<file path="src/rtl/floor_display_ctrl.sv">
// Clocked car-position display: two-digit floor number, direction glyph, door lamps,
// arrival blink/pulse and glitch-filtered fault display. Optional blink: FLOOR_DISPLAY_BLINK_EN.
module floor_display_ctrl #(
    parameter int                    NUM_FLOORS  = 6,
    parameter logic [NUM_FLOORS-1:0] EAST_MASK   = 6'b100111,
    parameter logic [NUM_FLOORS-1:0] WEST_MASK   = 6'b110101,
    parameter int                    BLINK_HALF  = 25_000_000,
    parameter int                    BLINK_COUNT = 3
) (
    input  logic                  clk,
    input  logic                  reset,
    input  logic [NUM_FLOORS-1:0] floor,
    input  logic [1:0]            direction,
    output logic [6:0]            HEX0,
    output logic [6:0]            HEX1,
    output logic [6:0]            HEX2,
    output logic                  EAST,
    output logic                  WEST,
    output logic [1:0]            up_down,
    output logic                  arrived
);

    localparam int IDX_W = $clog2(NUM_FLOORS);
    localparam logic [6:0] SEG_BLANK = 7'b1111111;
    localparam logic [6:0] SEG_E     = 7'b0000110;

    if (NUM_FLOORS < 2 || NUM_FLOORS > 99 || BLINK_HALF < 1 || BLINK_COUNT < 1) begin : g_param_check
        $error("floor_display_ctrl: parameter out of legal range");
    end

`ifdef FLOOR_DISPLAY_BLINK_EN
    localparam int HCNT_W = $clog2(BLINK_HALF + 1);
    localparam int PCNT_W = $clog2(2 * BLINK_COUNT + 1);
    typedef enum logic [1:0] {IDLE, BLINK, FAULT} state_t;
    logic [HCNT_W-1:0] hcnt, hcnt_d;
    logic [PCNT_W-1:0] pcnt, pcnt_d;
`else
    typedef enum logic [1:0] {IDLE, FAULT} state_t;
`endif

    state_t                state, state_d;
    logic [NUM_FLOORS-1:0] floor_q;
    logic [IDX_W-1:0]      cur_idx, cur_idx_d;
    logic                  inv_cnt, inv_cnt_d;
    logic                  arrived_d;

    logic                  seen_one, seen_many, floor_valid;
    logic [IDX_W-1:0]      floor_idx;

    function automatic logic [6:0] seg7(input logic [3:0] d);
        case (d)
            4'd0:    seg7 = 7'b1000000;
            4'd1:    seg7 = 7'b1111001;
            4'd2:    seg7 = 7'b0100100;
            4'd3:    seg7 = 7'b0110000;
            4'd4:    seg7 = 7'b0011001;
            4'd5:    seg7 = 7'b0010010;
            4'd6:    seg7 = 7'b0000010;
            4'd7:    seg7 = 7'b1111000;
            4'd8:    seg7 = 7'b0000000;
            4'd9:    seg7 = 7'b0010000;
            default: seg7 = 7'b1111111;
        endcase
    endfunction

    // One-hot check: valid only when exactly one bit of the sampled bus is set.
    always_comb begin
        // NOTE: every combinational output gets a default first, so no path can infer a latch.
        seen_one  = 1'b0;
        seen_many = 1'b0;
        floor_idx = '0;
        for (int i = 0; i < NUM_FLOORS; i++) begin
            if (floor_q[i]) begin
                seen_many = seen_one;
                seen_one  = 1'b1;
                floor_idx = IDX_W'(i);
            end
        end
        floor_valid = seen_one && !seen_many;
    end

    always_comb begin
        state_d   = state;
        cur_idx_d = cur_idx;
        inv_cnt_d = inv_cnt;
        arrived_d = 1'b0;
`ifdef FLOOR_DISPLAY_BLINK_EN
        hcnt_d    = hcnt;
        pcnt_d    = pcnt;
`endif
        if (floor_valid) begin
            inv_cnt_d = 1'b0;
            if (floor_idx != cur_idx) begin
                cur_idx_d = floor_idx;
                arrived_d = 1'b1;
`ifdef FLOOR_DISPLAY_BLINK_EN
                state_d   = BLINK;
                hcnt_d    = '0;
                pcnt_d    = '0;
`else
                state_d   = IDLE;
`endif
            end else begin
                case (state)
                    FAULT: state_d = IDLE;
`ifdef FLOOR_DISPLAY_BLINK_EN
                    BLINK: begin
                        if (hcnt == HCNT_W'(BLINK_HALF - 1)) begin
                            hcnt_d = '0;
                            pcnt_d = pcnt + PCNT_W'(1);
                            if (pcnt_d == PCNT_W'(2 * BLINK_COUNT)) state_d = IDLE;
                        end else begin
                            hcnt_d = hcnt + HCNT_W'(1);
                        end
                    end
`endif
                    default: ;
                endcase
            end
        end else if (!inv_cnt) begin
            // First bad sample only arms the filter; everything else holds.
            inv_cnt_d = 1'b1;
        end else begin
            state_d = FAULT;
        end
    end

    always_ff @(posedge clk or posedge reset) begin
        if (reset) begin
            state   <= IDLE;
            floor_q <= '0;
            up_down <= 2'b00;
            cur_idx <= '0;
            inv_cnt <= 1'b0;
            arrived <= 1'b0;
`ifdef FLOOR_DISPLAY_BLINK_EN
            hcnt    <= '0;
            pcnt    <= '0;
`endif
        end else begin
            // NOTE: non-blocking assignments so every register sees pre-edge values of the others.
            state   <= state_d;
            floor_q <= floor;
            up_down <= direction;
            cur_idx <= cur_idx_d;
            inv_cnt <= inv_cnt_d;
            arrived <= arrived_d;
`ifdef FLOOR_DISPLAY_BLINK_EN
            hcnt    <= hcnt_d;
            pcnt    <= pcnt_d;
`endif
        end
    end

    logic [6:0] num;
    logic [3:0] tens, ones;

    always_comb begin
        num  = 7'(cur_idx) + 7'd1;
        tens = 4'(num / 7'd10);
        ones = 4'(num % 7'd10);
        HEX0 = seg7(ones);
        HEX1 = (tens == 4'd0) ? SEG_BLANK : seg7(tens);
        EAST = EAST_MASK[cur_idx];
        WEST = WEST_MASK[cur_idx];
        if (state == FAULT) begin
            HEX1 = SEG_E;
            HEX0 = SEG_BLANK;
            EAST = 1'b0;
            WEST = 1'b0;
        end
`ifdef FLOOR_DISPLAY_BLINK_EN
        else if (state == BLINK && !pcnt[0]) begin
            HEX0 = SEG_BLANK;
            HEX1 = SEG_BLANK;
        end
`endif
        case (up_down)
            2'b10:   HEX2 = 7'b1111110;
            2'b01:   HEX2 = 7'b1110111;
            2'b11:   HEX2 = 7'b0111111;
            default: HEX2 = SEG_BLANK;
        endcase
    end

endmodule

</file>
<file path="config.mk">
export PLATFORM = sky130hd
export DESIGN_NAME = floor_display_ctrl
export DESIGN_NICKNAME = d
export VERILOG_FILES = /design/src/rtl/floor_display_ctrl.sv
export SDC_FILE = /design/constraint.sdc
export NUM_CORES = 1
export LEC_CHECK = 0
export CORE_MARGIN = 4
export CORE_UTILIZATION = 40
export CTS_CLUSTER_SIZE = 14
export DETAILED_ROUTE_END_ITERATION = 6
export GPL_TIMING_DRIVEN = 1
export HOLD_SLACK_MARGIN = 0.15
export PLACE_DENSITY = 0.75
export SYNTH_ARGS = -nofsm -noshare
export SYNTH_HDL_FRONTEND = slang
export SYNTH_SLANG_ARGS = --single-unit
export TNS_END_PERCENT = 1
</file>
<file path="constraint.sdc">
create_clock -name clk -period 3.3 [get_ports clk]
set_input_delay 0.66 -clock clk [delete_from_list [all_inputs] [get_ports clk]]
set_output_delay 0.66 -clock clk [all_outputs]
set_load 0.03 [all_outputs]
</file>
==> impl_results.md, run 1 <==
* Leading area contributor after synthesis: dfrtp_1
* Worst Reg-to-Reg Cells at 4
* Vias in the first global route at roughly 900
* Max Clk Rate at between 200 and 300 MHz
* Drt wl/cell at roughly 13 um
* Critical path launch point: cur_idx[0]
* Library cells used by synthesis at 40
* Slowest cell on crit path: or4_1
* Worst-margin pin slew at roughly 640 ps
* Sequential area share after synthesis at 0.341
* Post-synth ARST share at 1.00
* EDFF count, synth at 0
* Worst VDD drop at 355 uV
* Gr ovfl total at 0
* RSZ-0062 raised after global routing: true
* Tmin final at approximately 3400 ps
* Critical Path AT at 2710 ps
* Drt drc at 0
* HPWL after DPL at between 1500 and 2000 um
* Chip width at a little under 60 um
* CTS clk-pin slew, worst paths at 70 ps
* Hold_ws at approximately 460 ps
* Post-CTS Hold Fix Bufs at 0
* Post-Syn Area per Cell at ~9.1 um2
* I/O Buffers at 31
* Core area at roughly 0.0025 mm2
* Worst EP required at 2640 ps
* Power Total at 0.789 mW
* Share of cells above drive strength 1 at 0.260
* Setup Skew at 1.06 ps
* Htree depth at 1
* Die area at 0.00344 mm2
* Final #Nets at around 170
* CTS tree: done
* Layout area overhead at 43.8%
* Most frequent cells in the layout: clkdlybuf4s50_1 (25), buf_4 (16), dfrtp_1 (14)
* Die height at approximately 59 um
* Max stage delay on crit path at about 480 ps
* CTS max path bufs at 2
* Post-synthesis register bit count at 14
* DR vias at about 930
* # fillers at approximately 230
* Synth area leaders: dfrtp_1 (34%), ha_1 (8.5%), buf_4 (6.6%)
* Final setup fails at 1
* Final Hold Viols at 0
* Area share of the largest cell type after synthesis at 0.341
* Area of the multi-input gates at about 630 um2
* Reg-to-Reg End: cur_idx[1]
* Slew margin rel. at 0.574
* Leak at around 0.65 nW
* TritonCTS Buffers at 3
* Class of the most critical hold timing path: reg -> reg
* Reg-to-Reg Start: floor_q[4]
* Initial DRC Count at 14
* Status: finished with violations
* Top Ports at 36
* Crit-path max FO at 4
* Tcrit/Tclk final at 1.02
* Yosys Warn Count at 0
* Detailed-route wire length at between 2000 and 2500 um
* Commonest non-fill, non-tap cell in the layout: clkdlybuf4s50_1
* Antenna diodes at 0
* GP Congestion at a little over 0.8
* Setup crit start kind: flip-flop
* ANT nets after route at 0
* # rows at 18
* DR pass1 iterations at 4
* Power per cell area at about 530 mW/mm2
* Endpoint class of the critical path: output pin
* R2r setup slk at about 1600 ps
* DR vias/cell at between 5 and 6
* Post-synthesis cell count at about 110
* Clock sink count at 14
* Final Max Tran Viols at 0
* CP endpoint: HEX0[6]
* Maxcap violations at 0
* GRT Total Usage at 0.140
* Failing checks: negative setup slack
* Cell area after synthesis at a little over 0.001 mm2
* Initial Utilization at 0.418
* Register area at ~350 um2
* Worst-Skew Late Latency at 270 ps
* Initial antenna violation count at 0
* Worst setup margin at -69.3 ps
* Predominant post-synthesis flop cell: dfrtp_1
* First-pass GRT wire length at around 3700 um
* Critical-path cell list: ha_2, xnor2_2, ha_4, and4b_4, o41a_1, or4_1, a21o_1, buf_6
* Crit path kind: reg -> out
* Largest net degree at the start of global routing at 15
* CTS Root Cell: clkbuf_4
==> state kept, by name (all words and copies together) (netlist names) <==
register	cells
floor_q	6
cur_idx	3
up_down	2
arrived	1
inv_cnt	1
state	1
==> worst min path at each step <==
stage | start | endpoint | slack (ps) | cells past startpoint
after floorplan | inv_cnt | state[0] | 430 | 1
after global placement | inv_cnt | state[0] | 440 | 1
after detailed placement | inv_cnt | state[0] | 450 | 1
after CTS | inv_cnt | state[0] | 460 | 1
after global routing | inv_cnt | state[0] | 480 | 1
final | inv_cnt | state[0] | 460 | 1
==> layer usage <==
metal,vias up,global-route usage,share of wire
li1,456,-,-
met1,426,0.145,0.36
met2,45,0.266,0.54
met3,7,0.0241,0.075
met4,0,0.0680,0.020
met5,-,0,0
==> cell type report <==
class,count,area share
Multi-Input combinational cell,81,0.428
Timing Repair Buffer,45,0.277
Sequential cell,14,0.237
Tap cell,30,0.0254
Inverter,7,0.0178
Clock buffer,3,0.0152
==> logic make-up after synthesis <==
logic type / count (synthesis) / share of synthesized area
compound gates: 27 / 0.183
xor+xnor: 4 / 0.0341
fa+ha+maj: 7 / 0.0853
buf+inv: 21 / 0.117
flops: 14 / 0.341
mux: 4 / 0.0414
other cells: 1 / 0.00365
simple gates: 35 / 0.195
==> repair_timing <==
item | CTS | global route
gates resized for setup | 19 | 7
buffers inserted | 1 | 1
pin swaps | 4 | 2
setup endpoints to repair | 6 | 6
==> critical path, delay by kind of cell (launching register included) <==
family / cells / cell delay [ps]
compound gates: 2 / 590
xor+xnor: 1 / 190
fa+ha+maj: 2 / 450
buf+inv: 1 / 130
flops: 1 / 410
simple gates: 2 / 660
==> power by group <==
group	switching [mW]	internal (mW)	leakage, nW
logic	0.253	0.240	0.477
clock network	0.0465	0.0422	0.0138
registers	0.0188	0.188	0.161
==> cell usage after synthesis, types with 2 or more instances <==
library cell   n
a21o_1         5
a21oi_1        3
buf_4          9
clkbuf_1       4
dfrtp_1       14
ha_1           7
inv_1          7
mux2_2         2
mux2i_1        2
nand2_1        7
nand2b_1       4
nor2_1         8
nor2b_1        3
nor4b_1        2
o21ai_0        8
or3_1          2
xnor2_1        3
==> stage by stage <==
stage | instances | util | cell area [um2] | TNS [ps] | worst slack (ps)
after global placement | 175 | 0.559 | 1370 | -412 | -254
after global routing | 180 | 0.602 | 1480 | -486 | -170
final | 180 | 0.602 | 1480 | -69.3 | -69.3
after floorplan | 116 | - | 1040 | 0 | 31.5
after CTS | 179 | 0.584 | 1430 | -77.3 | -77.3
after detailed placement | 175 | 0.559 | 1370 | -516 | -304
Power figures use the tool's default switching activity.
==> run 2: changes to the inputs <==
--- a/config.mk
+++ b/config.mk
@@ -12,6 +12,7 @@
 export GPL_TIMING_DRIVEN = 1
 export HOLD_SLACK_MARGIN = 0.15
 export PLACE_DENSITY = 0.75
+export REMOVE_ABC_BUFFERS = 1
 export SYNTH_ARGS = -nofsm -noshare
 export SYNTH_HDL_FRONTEND = slang
 export SYNTH_SLANG_ARGS = --single-unit
==> impl_results.md, run 2 (synthesis results as in run 1) <==
* Reg-to-Reg End: cur_idx[1]
* CTS Root Cell: clkbuf_4
* Final Hold Viols at 0 (unchanged)
* Fin area at 0.00148 mm2 (unchanged)
* Class of the most critical hold timing path: reg -> reg
* Vias in the first global route at 912 (+1.9%)
* Sw frac at 0.398 (-0.00598)
* Core area at 0.00245 mm2 (unchanged)
* Drt wl/cell at 13.1 um (-2.5%)
* Crit-path max FO at 6 (+2)
* DR vias at 950 (+1.7%)
* Reg-to-Reg Start: floor_q[4]
* CP Depth at 8 (unchanged)
* HPWL after DPL at 1820 um (-1.5%)
* R2r setup slk at 1590 ps (about the same)
* CTS clk-pin slew, worst paths at 70 ps (about the same)
* CTS max path bufs at 2 (unchanged)
* P_int at 0.468 mW (-0.53%)
* Htree depth at 1 (unchanged)
* Failing checks: negative setup slack
* Area of the multi-input gates at 628 um2 (-0.59%)
* Worst Hold Endpoint: state[0]
* Status: finished with violations
* Max Clk Rate at 289 MHz (-2.5%)
* Min-delay src: inv_cnt
* DR vias/cell at 5.25 (+1.2%)
* Die height at 58.7 um (unchanged)
* Initial Utilization at 0.418 (unchanged)
* Chip width at 58.7 um (unchanged)
* Leak at 0.651 nW (about the same)
* Critical Path AT at 2800 ps (+90 ps)
* Initial antenna violation count at 0 (unchanged)
* M1 wire length at 892 um (+1.4%)
* Final #Nets at 170 (+0.59%)
* Worst-margin pin slew at 504 ps (-132 ps)
* DR pass1 iterations at 4 (unchanged)
* First-pass GRT wire length at 3660 um (-1.7%)
* Clock share of power at 0.114 (+0.002)
* GRT Total Usage at 0.135 (-0.00412)
* Tmin final at 3460 ps (+88.0 ps)
* ANT nets after route at 0 (unchanged)
* Worst-Skew Late Latency at 270 ps (about the same)
* Setup Skew at 2.10 ps (+1.04 ps)
* Top Ports at 36 (unchanged)
* TritonCTS Buffers at 3 (unchanged)
* Crit-path leading delay family: compound AO/OA/AOI/OAI gates
* Buf/Inv on CP at 1 (unchanged)
* Worst Reg-to-Reg Cells at 4 (unchanged)
* Top Layer Used: met4
* Commonest non-fill, non-tap cell in the layout: clkdlybuf4s50_1
* Slew margin rel. at 0.664 (+0.0895)
* Gr ovfl total at 0 (unchanged)
* Most frequent cells in the layout: clkdlybuf4s50_1 (25), buf_4 (18), dfrtp_1 (14)
* Register area at 350 um2 (unchanged)
* Tcrit/Tclk final at 1.05 (+0.0267)
* Top flop regs: floor_q: 6 flops, cur_idx: 3 flops, up_down: 2 flops
* Final Max Tran Viols at 0 (unchanged)
* Worst VDD drop at 282 uV (-20%)
* WHS Path Cells at 1 (unchanged)
* Clock sink count at 14 (unchanged)
* Die area at 0.00344 mm2 (unchanged)
* Sequential share of power at 0.274 (+0.012)
* Maxcap violations at 0 (unchanged)
* Crit path kind: reg -> out
* Max reg flops at 6 (unchanged)
* GP Congestion at 0.855 (+3.2%)
* Routed wl met3 at 106 um (-41%)
* Met2 WL post-DR at 1330 um (+1.8%)
* Critical-path cell list: ha_4, xnor2_4, ha_4, and4b_4, o41a_1, or4_1, a21o_1, buf_6
* Detailed-route wire length at 2370 um (-1.9%)
* CTS tree: done
* # fillers at 207 (-8.4%)
* Hold_ws at 454 ps (-1.77 ps)
* Power per cell area at 526 mW/mm2 (-1.5%)
* Worst EP required at 2640 ps (about the same)
* Post-DP Area at 0.00135 mm2 (-1.6%)
* Initial DRC Count at 10 (-4)
* # rows at 18 (unchanged)
* Max stage delay on crit path at 500 ps (+20 ps)
* Worst setup margin at -157 ps (-88.0 ps)
* Cell mode on critical path: ha_4
* Setup crit start kind: flip-flop
* Final setup fails at 3 (+2)
* Largest net degree at the start of global routing at 15 (unchanged)
* Slowest cell on crit path: or4_1
* RSZ-0062 raised after global routing: true
* Layout area overhead at 43.8% (unchanged)
* I/O Buffers at 31 (unchanged)
* Post-CTS Hold Fix Bufs at 0 (unchanged)
* Antenna diodes at 0 (unchanged)
* Drt drc at 0 (unchanged)
* P_sw at 0.309 mW (-3.0%)
* Share of cells above drive strength 1 at 0.252 (-0.00834)
* Endpoint class of the critical path: output pin
* Biggest register: floor_q
* Combinational power share at 0.612 (-0.013)
==> run 2: how the worst max path moves through the flow <==
| stage | from | slack (ps) | end |
|---|---|---|---|
| floorplan | cur_idx[0] | -3 | HEX0[6] |
| global placement | cur_idx[0] | -280 | HEX0[6] |
| detailed placement | cur_idx[0] | -350 | HEX0[6] |
| CTS | cur_idx[1] | -170 | HEX0[6] |
| global route | cur_idx[0] | -220 | HEX0[6] |
| finish | cur_idx[0] | -160 | HEX0[6] |
==> run 2: final cells by class <==
class	count	area share
multi-input cells	81	0.425
repair buffers	46	0.279
flip-flops and latches	14	0.237
well taps	30	0.0254
inverters	7	0.0178
clock buffers	3	0.0152
==> run 2: timing repair <==
| action | in CTS | in global routing |
|---|---|---|
| setup endpoints to repair | 2 | 3 |
| resized for setup | 14 | 10 |
| cloned | 0 | 0 |
| buffers inserted | 2 | 4 |
| pin swaps | 5 | 6 |
==> run 2: power groups by stage <==
stage / registers [mW] / logic (mW) / clock network [mW]
6_report: 0.213 / 0.476 / 0.0888
5_1_grt: 0.215 / 0.515 / 0.104
4_1_cts: 0.206 / 0.422 / 0.0933
3_5_place_dp: 0.209 / 0.388 / 0
3_3_place_gp: 0.207 / 0.376 / 0
2_1_floorplan: 0.224 / 0.229 / 0
==> run 2: metrics by stage <==
stage / power (mW) / setup slack (ps) / util / TNS [ps] / cells
final: 0.777 / -157 / 0.602 / -226 / 181
after global routing: 0.834 / -222 / 0.602 / -477 / 181
after CTS: 0.721 / -174 / 0.575 / -302 / 177
after detailed placement: 0.596 / -350 / 0.550 / -585 / 172
after global placement: 0.584 / -278 / 0.550 / -463 / 172
after floorplan: 0.453 / -3.30 / - / -3.30 / 102
==> run 2: routing by layer <==
metal,global-route usage,vias up
met1,0.129,458
met2,0.276,28
met3,0.0241,6
met4,0.0583,0
li1,-,458
met5,0,-
==> run 3: changes to the inputs <==
--- a/config.mk
+++ b/config.mk
@@ -5,9 +5,8 @@
 export SDC_FILE = /design/constraint.sdc
 export NUM_CORES = 1
 export LEC_CHECK = 0
-export CORE_MARGIN = 4
 export CORE_UTILIZATION = 40
-export CTS_CLUSTER_SIZE = 14
+export CTS_CLUSTER_SIZE = 16
 export DETAILED_ROUTE_END_ITERATION = 6
 export GPL_TIMING_DRIVEN = 1
 export HOLD_SLACK_MARGIN = 0.15
==> impl_results.md, run 3 (synthesis results as in run 1) <==
* Worst Reg-to-Reg Cells at 4 (unchanged)
* Max reg flops at 6 (unchanged)
* Reg-to-Reg End: cur_idx[1]
* Top flop regs: floor_q: 6 flops, cur_idx: 3 flops, up_down: 2 flops
* Endpoint class of the critical path: output pin
* First-pass GRT wire length at 3610 um (-1.5%)
* Share of cells above drive strength 1 at 0.255 (+0.00325)
* Maxcap violations at 0 (unchanged)
* I/O Buffers at 31 (unchanged)
* CTS Root Cell: clkbuf_4
* Crit-path max FO at 4 (-2)
* Detailed-route wire length at 2320 um (-1.9%)
* Place WS at -335 ps (+14.9 ps)
* Most frequent cells in the layout: clkdlybuf4s50_1 (25), buf_4 (20), dfrtp_1 (14)
* Worst VDD drop at 394 uV (+40%)
* RSZ-0062 raised after global routing: true
* Power per cell area at 544 mW/mm2 (+3.4%)
* Final setup fails at 3 (unchanged)
* Final Max Tran Viols at 0 (unchanged)
* Clock share of power at 0.148 (+0.034)
* Htree depth at 1 (unchanged)
* Core area at 0.00232 mm2 (-5.6%)
* P_sw at 0.309 mW (-0.19%)
* Biggest register: floor_q
* Worst EP required at 2640 ps (about the same)
* # rows at 17 (-1)
* Critical Path AT at 2740 ps (-60 ps)
* TritonCTS Buffers at 3 (unchanged)
* Die height at 52.7 um (-10%)
* Min-delay src: inv_cnt
* Setup crit start kind: flip-flop
* CTS max path bufs at 2 (unchanged)
* Final #Nets at 171 (+0.59%)
* Failing checks: negative setup slack
* Worst setup margin at -102 ps (+55.7 ps)
* DR pass1 iterations at 4 (unchanged)
* Die area at 0.00277 mm2 (-19%)
* CTS tree: done
* GRT Total Usage at 0.180 (+0.0441)
* Class of the most critical hold timing path: reg -> reg
* Post-CTS Hold Fix Bufs at 0 (unchanged)
* ANT nets after route at 0 (unchanged)
* CTS clk-pin slew, worst paths at 80 ps (about the same)
* Largest net degree at the start of global routing at 15 (unchanged)
* DR vias/cell at 5.24 (-0.21%)
* Crit path kind: reg -> out
* Initial Utilization at 0.443 (+0.0246)
* Post-route setup TNS at -186 ps (+39.4 ps)
* Sequential share of power at 0.259 (-0.015)
* Final Hold Viols at 0 (unchanged)
* Leak at 0.661 nW (+1.5%)
* Top Ports at 36 (unchanged)
* Post-DP Area at 0.00136 mm2 (+0.93%)
* Antenna diodes at 0 (unchanged)
* Setup Skew at 6.41 ps (+4.31 ps)
* Hold_ws at 456 ps (+2.76 ps)
* Layout area overhead at 43.1%
* Initial DRC Count at 9 (-1)
* Commonest non-fill, non-tap cell in the layout: clkdlybuf4s50_1
* Non-Filler Instances at 181 (unchanged)
* # fillers at 197 (-4.8%)
* Drt wl/cell at 12.8 um (-1.9%)
* DR vias at 948 (-0.21%)
* Tcrit/Tclk final at 1.03 (-0.0169)
* Reg-to-Reg Start: floor_q[4]
* Worst Hold Endpoint: state[0]
* WHS Path Cells at 1 (unchanged)
* Max Clk Rate at 294 MHz (+1.6%)
* Drt drc at 0 (unchanged)
* Chip width at 52.7 um (-10%)
* Gr ovfl total at 0 (unchanged)
* Critical path launch point: cur_idx[1]
* Fin area at 0.00147 mm2 (-0.51%)
* Sw frac at 0.386 (-0.0118)
* GP Congestion at 0.789 (-7.7%)
* Clock sink count at 14 (unchanged)
* Status: finished with violations
* P_int at 0.491 mW (+4.9%)
* Placed insts at 172 (unchanged)
* Tmin final at 3400 ps (-55.7 ps)
* Vias in the first global route at 898 (-1.5%)
* HPWL after DPL at 1680 um (-7.9%)
* R2r setup slk at 1600 ps (about the same)
* Combinational power share at 0.594 (-0.018)
* Initial antenna violation count at 0 (unchanged)
* Worst-Skew Late Latency at 270 ps (about the same)
-- run 3: final cells by class --
cell class / count / area [um2] / share of cell area
Multi-Input combinational cell: 81 / 606 / 0.412
Inverter: 7 / 26.3 / 0.0179
Timing Repair Buffer: 47 / 417 / 0.283
Clock buffer: 4 / 36.3 / 0.0247
Tap cell: 28 / 35.0 / 0.0238
Sequential cell: 14 / 350 / 0.238
-- run 3: routing by layer --
metal  global-route usage  part of all wire
met1                0.161              0.36
met4               0.0658             0.014
met5                    0                 0
met3               0.0232             0.034
met2                0.386              0.59
-- run 3: timing repair --
item                                    in CTS  in global routing
endpoints found under the setup margin       6                  3
endpoints found under the hold margin        0                  0
buffers inserted                             3                  2
gates resized for setup                     17                  3
pin swaps                                    3                  3
-- run 3: through the flow --
step | total power [mW] | util
final | 0.799 | 0.634
after global routing | 0.858 | 0.634
after CTS | 0.765 | 0.622
after detailed placement | 0.601 | 0.588
after global placement | 0.592 | 0.588
after floorplan | 0.453 | -
-- run 3: how the worst max path moves through the flow --
stage,cells past startpoint,slack [ps],endpoint
after global routing,9,-180,HEX0[6]
final,8,-100,HEX0[6]
after global placement,8,-300,HEX0[6]
after CTS,8,-60,HEX0[6]
after detailed placement,8,-340,HEX0[6]
after floorplan,8,-3,HEX0[6]
-- run 3: worst max-delay path, stage by stage (launching register included) --
cell,delay (ps)
dfrtp_1,410
ha_2,210
xnor2_2,180
ha_4,240
and4b_4,180
o41a_1,460
or4_1,480
a21o_1,180
buf_6,130
-- run 3: power by group through the flow --
stage	Clock, mW	Sequential (mW)	Combinational (mW)
detailed placement	0	0.210	0.391
global route	0.129	0.210	0.519
CTS	0.123	0.205	0.437
global placement	0	0.208	0.383
floorplan	0	0.224	0.229
finish	0.118	0.207	0.475
